==> config.mk <==
export PLATFORM = sky130hd
export DESIGN_NAME = counter_snapshot_fifo
export DESIGN_NICKNAME = d
export VERILOG_FILES = /design/src/rtl/counter_snapshot_fifo.sv
export SDC_FILE = /design/constraint.sdc
export NUM_CORES = 1
export LEC_CHECK = 0
export BUFFER_PORTS_ARGS = -buffer_cell sky130_fd_sc_hd__buf_4
export CAP_MARGIN = 20
export CELL_PAD_IN_SITES_DETAIL_PLACEMENT = 0
export CELL_PAD_IN_SITES_GLOBAL_PLACEMENT = 1
export CORE_MARGIN = 4
export CORE_UTILIZATION = 56
export DETAILED_ROUTE_END_ITERATION = 10
export PLACE_DENSITY = 0.86
export SLEW_MARGIN = 20
export SYNTH_ARGS = -nofsm -noshare
export SYNTH_HDL_FRONTEND = slang
export SYNTH_SLANG_ARGS = --single-unit
==> constraint.sdc <==
create_clock -name clk -period 3.8 [get_ports clk]
set_clock_uncertainty 0.05 [all_clocks]
set_input_delay 0.19 -clock clk [delete_from_list [all_inputs] [get_ports clk]]
set_output_delay 0.19 -clock clk [all_outputs]
set_load 0.005 [all_outputs]
==> src/rtl/counter_snapshot_fifo.sv <==
// counter_snapshot_fifo
//   Captures snapshots of an 8-bit counter value, either on an explicit
//   sample request or on each rising edge of the counter overflow. Each
//   snapshot is tagged with its source and a wrapping overflow-epoch number.
//   Snapshots are buffered in a FIFO that is drained over a valid/ready
//   handshake.
//
// Ports
//   clk          in   system clock, rising edge
//   rst_n        in   asynchronous active-low reset
//   clr          in   synchronous clear: flush FIFO, zero epoch and drop_cnt
//   count_in     in   counter value to snapshot
//   overflow_in  in   counter overflow (pulse or level; rising edge counts)
//   sample_req   in   one-cycle snapshot request strobe
//   out_valid    out  head entry available
//   out_ready    in   consumer accepts head entry
//   out_count    out  snapshot count value (0 when out_valid=0)
//   out_epoch    out  epoch at capture, already including that capture's
//                     own overflow (0 when out_valid=0)
//   out_src      out  bit0 = sample request, bit1 = overflow (0 when idle)
//   fifo_level   out  entries held, 0..DEPTH
//   drop_cnt     out  saturating count of snapshots lost to a full FIFO

module counter_snapshot_fifo #(
   parameter int DEPTH   = 8,
   parameter int EPOCH_W = 8,
   parameter int DROP_W  = 8
) (
   input  logic                       clk,
   input  logic                       rst_n,
   input  logic                       clr,
   input  logic [7:0]                 count_in,
   input  logic                       overflow_in,
   input  logic                       sample_req,
   output logic                       out_valid,
   input  logic                       out_ready,
   output logic [7:0]                 out_count,
   output logic [EPOCH_W-1:0]         out_epoch,
   output logic [1:0]                 out_src,
   output logic [$clog2(DEPTH):0]     fifo_level,
   output logic [DROP_W-1:0]          drop_cnt
);

   localparam int AW = $clog2(DEPTH);
   localparam int LW = AW + 1;
   localparam int EW = 8 + EPOCH_W + 2;

   // Input stage. These are deliberately untouched by clr so that an
   // overflow level held across a clear does not produce a second event.
   logic [7:0]         s1_count_q,  s1_count_d;
   logic               s1_ovf_q,    s1_ovf_d;
   logic               ovf_dly_q,   ovf_dly_d;
   logic               s1_sample_q, s1_sample_d;

   logic [EW-1:0]      mem_q [DEPTH];
   logic [EW-1:0]      mem_d [DEPTH];
   logic [AW-1:0]      wr_ptr_q, wr_ptr_d;
   logic [AW-1:0]      rd_ptr_q, rd_ptr_d;
   logic [LW-1:0]      level_q,  level_d;
   logic [EPOCH_W-1:0] epoch_q,  epoch_d;
   logic [DROP_W-1:0]  drop_q,   drop_d;

   logic               ovf_rise;
   logic               push;
   logic               pop;
   logic               full;
   logic               wr_en;
   logic               drop;
   logic [EPOCH_W-1:0] epoch_next;
   logic [EW-1:0]      entry;
   logic [EW-1:0]      head;

   always_comb begin
      s1_count_d  = count_in;
      s1_ovf_d    = overflow_in;
      ovf_dly_d   = s1_ovf_q;
      s1_sample_d = sample_req;
   end

   always_comb begin
      ovf_rise   = s1_ovf_q & ~ovf_dly_q;
      push       = ovf_rise | s1_sample_q;
      pop        = (level_q != '0) & out_ready;
      full       = (level_q == LW'(DEPTH));
      // When full, a same-cycle pop frees the slot the push needs.
      wr_en      = push & (~full | pop);
      drop       = push & full & ~pop;
      epoch_next = epoch_q + EPOCH_W'(ovf_rise);
      entry      = {s1_count_q, epoch_next, ovf_rise, s1_sample_q};
   end

   always_comb begin
      mem_d    = mem_q;
      wr_ptr_d = wr_ptr_q;
      rd_ptr_d = rd_ptr_q;
      level_d  = level_q;
      epoch_d  = epoch_q;
      drop_d   = drop_q;
      if (clr) begin
         wr_ptr_d = '0;
         rd_ptr_d = '0;
         level_d  = '0;
         epoch_d  = '0;
         drop_d   = '0;
      end else begin
         epoch_d = epoch_next;
         if (wr_en) begin
            mem_d[wr_ptr_q] = entry;
            wr_ptr_d        = wr_ptr_q + AW'(1);
         end
         if (pop) begin
            rd_ptr_d = rd_ptr_q + AW'(1);
         end
         case ({wr_en, pop})
            2'b10:   level_d = level_q + LW'(1);
            2'b01:   level_d = level_q - LW'(1);
            default: level_d = level_q;
         endcase
         if (drop && (drop_q != '1)) begin
            drop_d = drop_q + DROP_W'(1);
         end
      end
   end

   always_ff @(posedge clk or negedge rst_n) begin
      if (!rst_n) begin
         s1_count_q  <= '0;
         s1_ovf_q    <= 1'b0;
         ovf_dly_q   <= 1'b0;
         s1_sample_q <= 1'b0;
         for (int i = 0; i < DEPTH; i++) begin
            mem_q[i] <= '0;
         end
         wr_ptr_q    <= '0;
         rd_ptr_q    <= '0;
         level_q     <= '0;
         epoch_q     <= '0;
         drop_q      <= '0;
      end else begin
         s1_count_q  <= s1_count_d;
         s1_ovf_q    <= s1_ovf_d;
         ovf_dly_q   <= ovf_dly_d;
         s1_sample_q <= s1_sample_d;
         mem_q       <= mem_d;
         wr_ptr_q    <= wr_ptr_d;
         rd_ptr_q    <= rd_ptr_d;
         level_q     <= level_d;
         epoch_q     <= epoch_d;
         drop_q      <= drop_d;
      end
   end

   always_comb begin
      head       = mem_q[rd_ptr_q];
      out_valid  = (level_q != '0);
      out_count  = out_valid ? head[EW-1 -: 8]       : '0;
      out_epoch  = out_valid ? head[EPOCH_W+1 -: EPOCH_W] : '0;
      out_src    = out_valid ? head[1:0]             : '0;
      fifo_level = level_q;
      drop_cnt   = drop_q;
   end

endmodule

==> impl_metrics.tcl <==
set metrics [dict create \
    route.vias.total 4779 \
    grt_max_degree 83 \
    filler_cell_count 1055 \
    p_leak_nw 4.44 \
    first_global_vias 5064 \
    grt_first_pass_wirelength_um 27200 \
    cp.required_ns 4.05 \
    grt_setup_unrepaired "false" \
    synthesis.area_um2 8450 \
    final.hold.worst_slack_ns 0.0901 \
    power_density_nw_per_um2 595 \
    number_of_buffers_between_clock_root_and_the_deepest_sink 2 \
    ir_drop_mv 0.446 \
    final_core_util_pct 65.7 \
    drt-vias-per-instance 5.90 \
    ys_top_cells_by_area "sky130_fd_sc_hd__dfrtp_1 54%, sky130_fd_sc_hd__mux2_2 17%, sky130_fd_sc_hd__mux4_2 9.6%" \
    tritoncts.num_buffers 17 \
    clock-root-buffer "sky130_fd_sc_hd__clkbuf_16" \
    postSynthAreaPerCell_um2 15.1 \
    ios 45 \
    floorplan.initialDensity_pct 57.7 \
    setup_viol 0 \
    synthesis.nets 581 \
    netlist_top_cells_count "181 x sky130_fd_sc_hd__dfrtp_1, 124 x sky130_fd_sc_hd__mux2_2, 36 x sky130_fd_sc_hd__mux4_2" \
    setup_slack_ns 0.966 \
    die_area_um2 17100 \
    synth-edff-count 0 \
    clk_latency_worst_skew_pair_ns 0.42 \
    maxCapViolCount 0 \
    routedWlPerCell_um 20.6 \
    clock_sink_count 181 \
    switching_share_pct 28.4 \
    ys_dominant_reg_cell "sky130_fd_sc_hd__dfrtp_1" \
    flow.area_growth_from_synthesis_pct 13.8 \
    number_of_antenna_violations_at_the_first_check_in_global_routing 0 \
    final-max-slew-violation-count 0 \
    synth.yosys.seq_area_share_pct 53.6 \
    total_count_of_hold_check_failures_in_the_final_report 0 \
    ys_async_rst_share_pct 100 \
    grtUsageTotal_pct 20.8 \
    first_iter_violations 278 \
    finalWeightedCongestion 0.829 \
    detailedRoute.firstPassIterationCount 5 \
    yosysWarnings 0 \
    post-synth-top-count-cell "sky130_fd_sc_hd__dfrtp_1" \
    post-place-cells 767 \
    n_antenna_cell 0 \
    tritoncts "built" \
    comb_power_share_pct 25.4 \
    synth_seq_cells 181 \
    yosysTopAreaCellShare_pct 53.6 \
    drive_gt1_share_pct 44.9 \
    clock_power_share_pct 31.1 \
    crit_fanout 13 \
    cts_htree_levels 4 \
    placement.io_buffers 44 \
    timing.critical_path.to_type "flip-flop" \
    timing.max_slew.rel_slack_pct 22.6 \
    max_freq_ghz 0.353 \
    critical_path.startpoint_type "flip-flop" \
    crit_path_arrival_time_ns 3.09 \
    route.detailed.drc 0 \
    worst_setup_hold_path_clk_slew_ns 0.07 \
    floorplan.core_area_um2 14600 \
    fp-row-count 44 \
    run_status "complete, no violations" \
    total_switching_power_mw 1.62 \
    time_the_final_worst_path_needs_with_i_o_delays_and_setup_ns 2.83 \
    fp.dieW_um 131 \
    seq_power_share_pct 43.5 \
    fin_cells 810 \
    nNetsFinal 634 \
    netlist-cell-type-count 57 \
    setup_tns_ns 0 \
    synthesis.instances 560 \
    overflow 0 \
    preCtsSetupSlack_ns 0.988 \
    synth_top_cell_by_area "sky130_fd_sc_hd__dfrtp_1" \
    die_height_um 131 \
    dp_hpwl_um 10300 \
    final_min_period_over_clock_period_pct 74.6 \
    worstMarginPinSlew_ns 1.16 \
    postCtsSetupBuffers 0 \
    routed_antenna_nets 0 \
    routed_wl_um 16700 \
    worstHoldPathType "in2reg" \
    cellInternalPower_mw 4.10 \
    setup.worst_path.class "reg2reg" \
]
## registers in the layout (all words and copies together), names as in the netlist
name         count
ovf_dly_q        1
mem_q          144
drop_cnt         8
rd_ptr_q         3
ovf_dly_d        1
wr_ptr_q         3
epoch_q          8
s1_count_q       8
s1_sample_q      1
fifo_level       4
## kinds of logic (layout without fill, tap and decap cells)
logic type / Yosys count / in the layout / synth area share (%)
mux: 201 / 201 / 32.2
flops: 181 / 181 / 53.6
simple gates: 90 / 90 / 6.12
buf+inv: 38 / 104 / 2.80
compound gates: 32 / 32 / 3.10
xor+xnor: 11 / 11 / 1.14
fa+ha+maj: 7 / 7 / 1.04
## power groups by stage
stage               logic (mW)  registers, mW  clock network [mW]
floorplan                 1.10           2.38                   0
global placement          1.45           2.49                   0
detailed placement        1.47           2.52                   0
CTS                       1.48           2.49                1.82
global route              1.59           2.53                1.90
finish                    1.46           2.49                1.78
## metrics by stage
| step | power [mW] | cell area [um2] |
|---|---|---|
| after detailed placement | 3.99 | 8900 |
| after floorplan | 3.48 | 8450 |
| final | 5.73 | 9620 |
| after global placement | 3.94 | 8900 |
| after CTS | 5.79 | 9620 |
| after global routing | 6.02 | 9620 |
## final timing paths
path	from	endpoint	slack, ns	cells after the start
max in group asynchronous	rst_n	mem_q[118]$_DFFE_PN0P_	2.48	3
min reg2reg	ovf_dly_d$_DFF_PN0_	ovf_dly_q$_DFF_PN0_	0.40	0
min in group asynchronous	rst_n	mem_q[58]$_DFFE_PN0P_	0.36	2
max	ovf_dly_d$_DFF_PN0_	fifo_level[3]$_DFFE_PN0P_	0.97	7
min	clr	rd_ptr_q[2]$_DFFE_PN0P_	0.09	2
max reg2reg	ovf_dly_d$_DFF_PN0_	fifo_level[3]$_DFFE_PN0P_	0.97	7
## cell type report
class	instances	area, um2	share of cell area (%)
flip-flops and latches	181	4530	47.1
multi-input cells	341	3680	38.3
repair buffers	66	539	5.61
clock buffers	18	429	4.46
well taps	184	230	2.39
clock inverters	14	180	1.87
inverters	6	22.5	0.234
## what timing repair did
| item | 4_1_cts | 5_1_grt |
|---|---|---|
| resized for setup | 0 | 0 |
| hold buffers | 11 | 0 |
| hold endpoints to repair | 90 | 0 |
## cells in the final DEF, fill, tap and decap left out, types with 11 or more instances in the layout
cell	synthesis	layout
sky130_fd_sc_hd__mux2_4	20	20
sky130_fd_sc_hd__nand2_1	12	12
sky130_fd_sc_hd__dlygate4sd3_1	0	11
sky130_fd_sc_hd__mux2i_1	19	19
sky130_fd_sc_hd__dfrtp_1	181	180
sky130_fd_sc_hd__mux2_2	124	124
sky130_fd_sc_hd__mux4_2	36	36
sky130_fd_sc_hd__buf_4	3	53
sky130_fd_sc_hd__clkbuf_16	0	17
sky130_fd_sc_hd__nor2_1	29	28
## routing by layer
metal	vias up	GRT usage (%)	wire (um)
li1	2176	-	-
met1	2513	29.0	7570
met2	82	34.1	8510
met3	8	4.11	492
met4	0	5.08	138
met5	-	0	0
## critical path, cell delays in order, from the launching register on
cell                       delay [ns]
sky130_fd_sc_hd__dfrtp_1         0.41
sky130_fd_sc_hd__nand2b_4        0.10
sky130_fd_sc_hd__inv_1           0.22
sky130_fd_sc_hd__nor3_1          0.68
sky130_fd_sc_hd__ha_1            0.40
sky130_fd_sc_hd__a31o_2          0.26
sky130_fd_sc_hd__a32oi_1         0.23
sky130_fd_sc_hd__mux2_2          0.36
No activity file was read; power rests on OpenSTA's default activity.
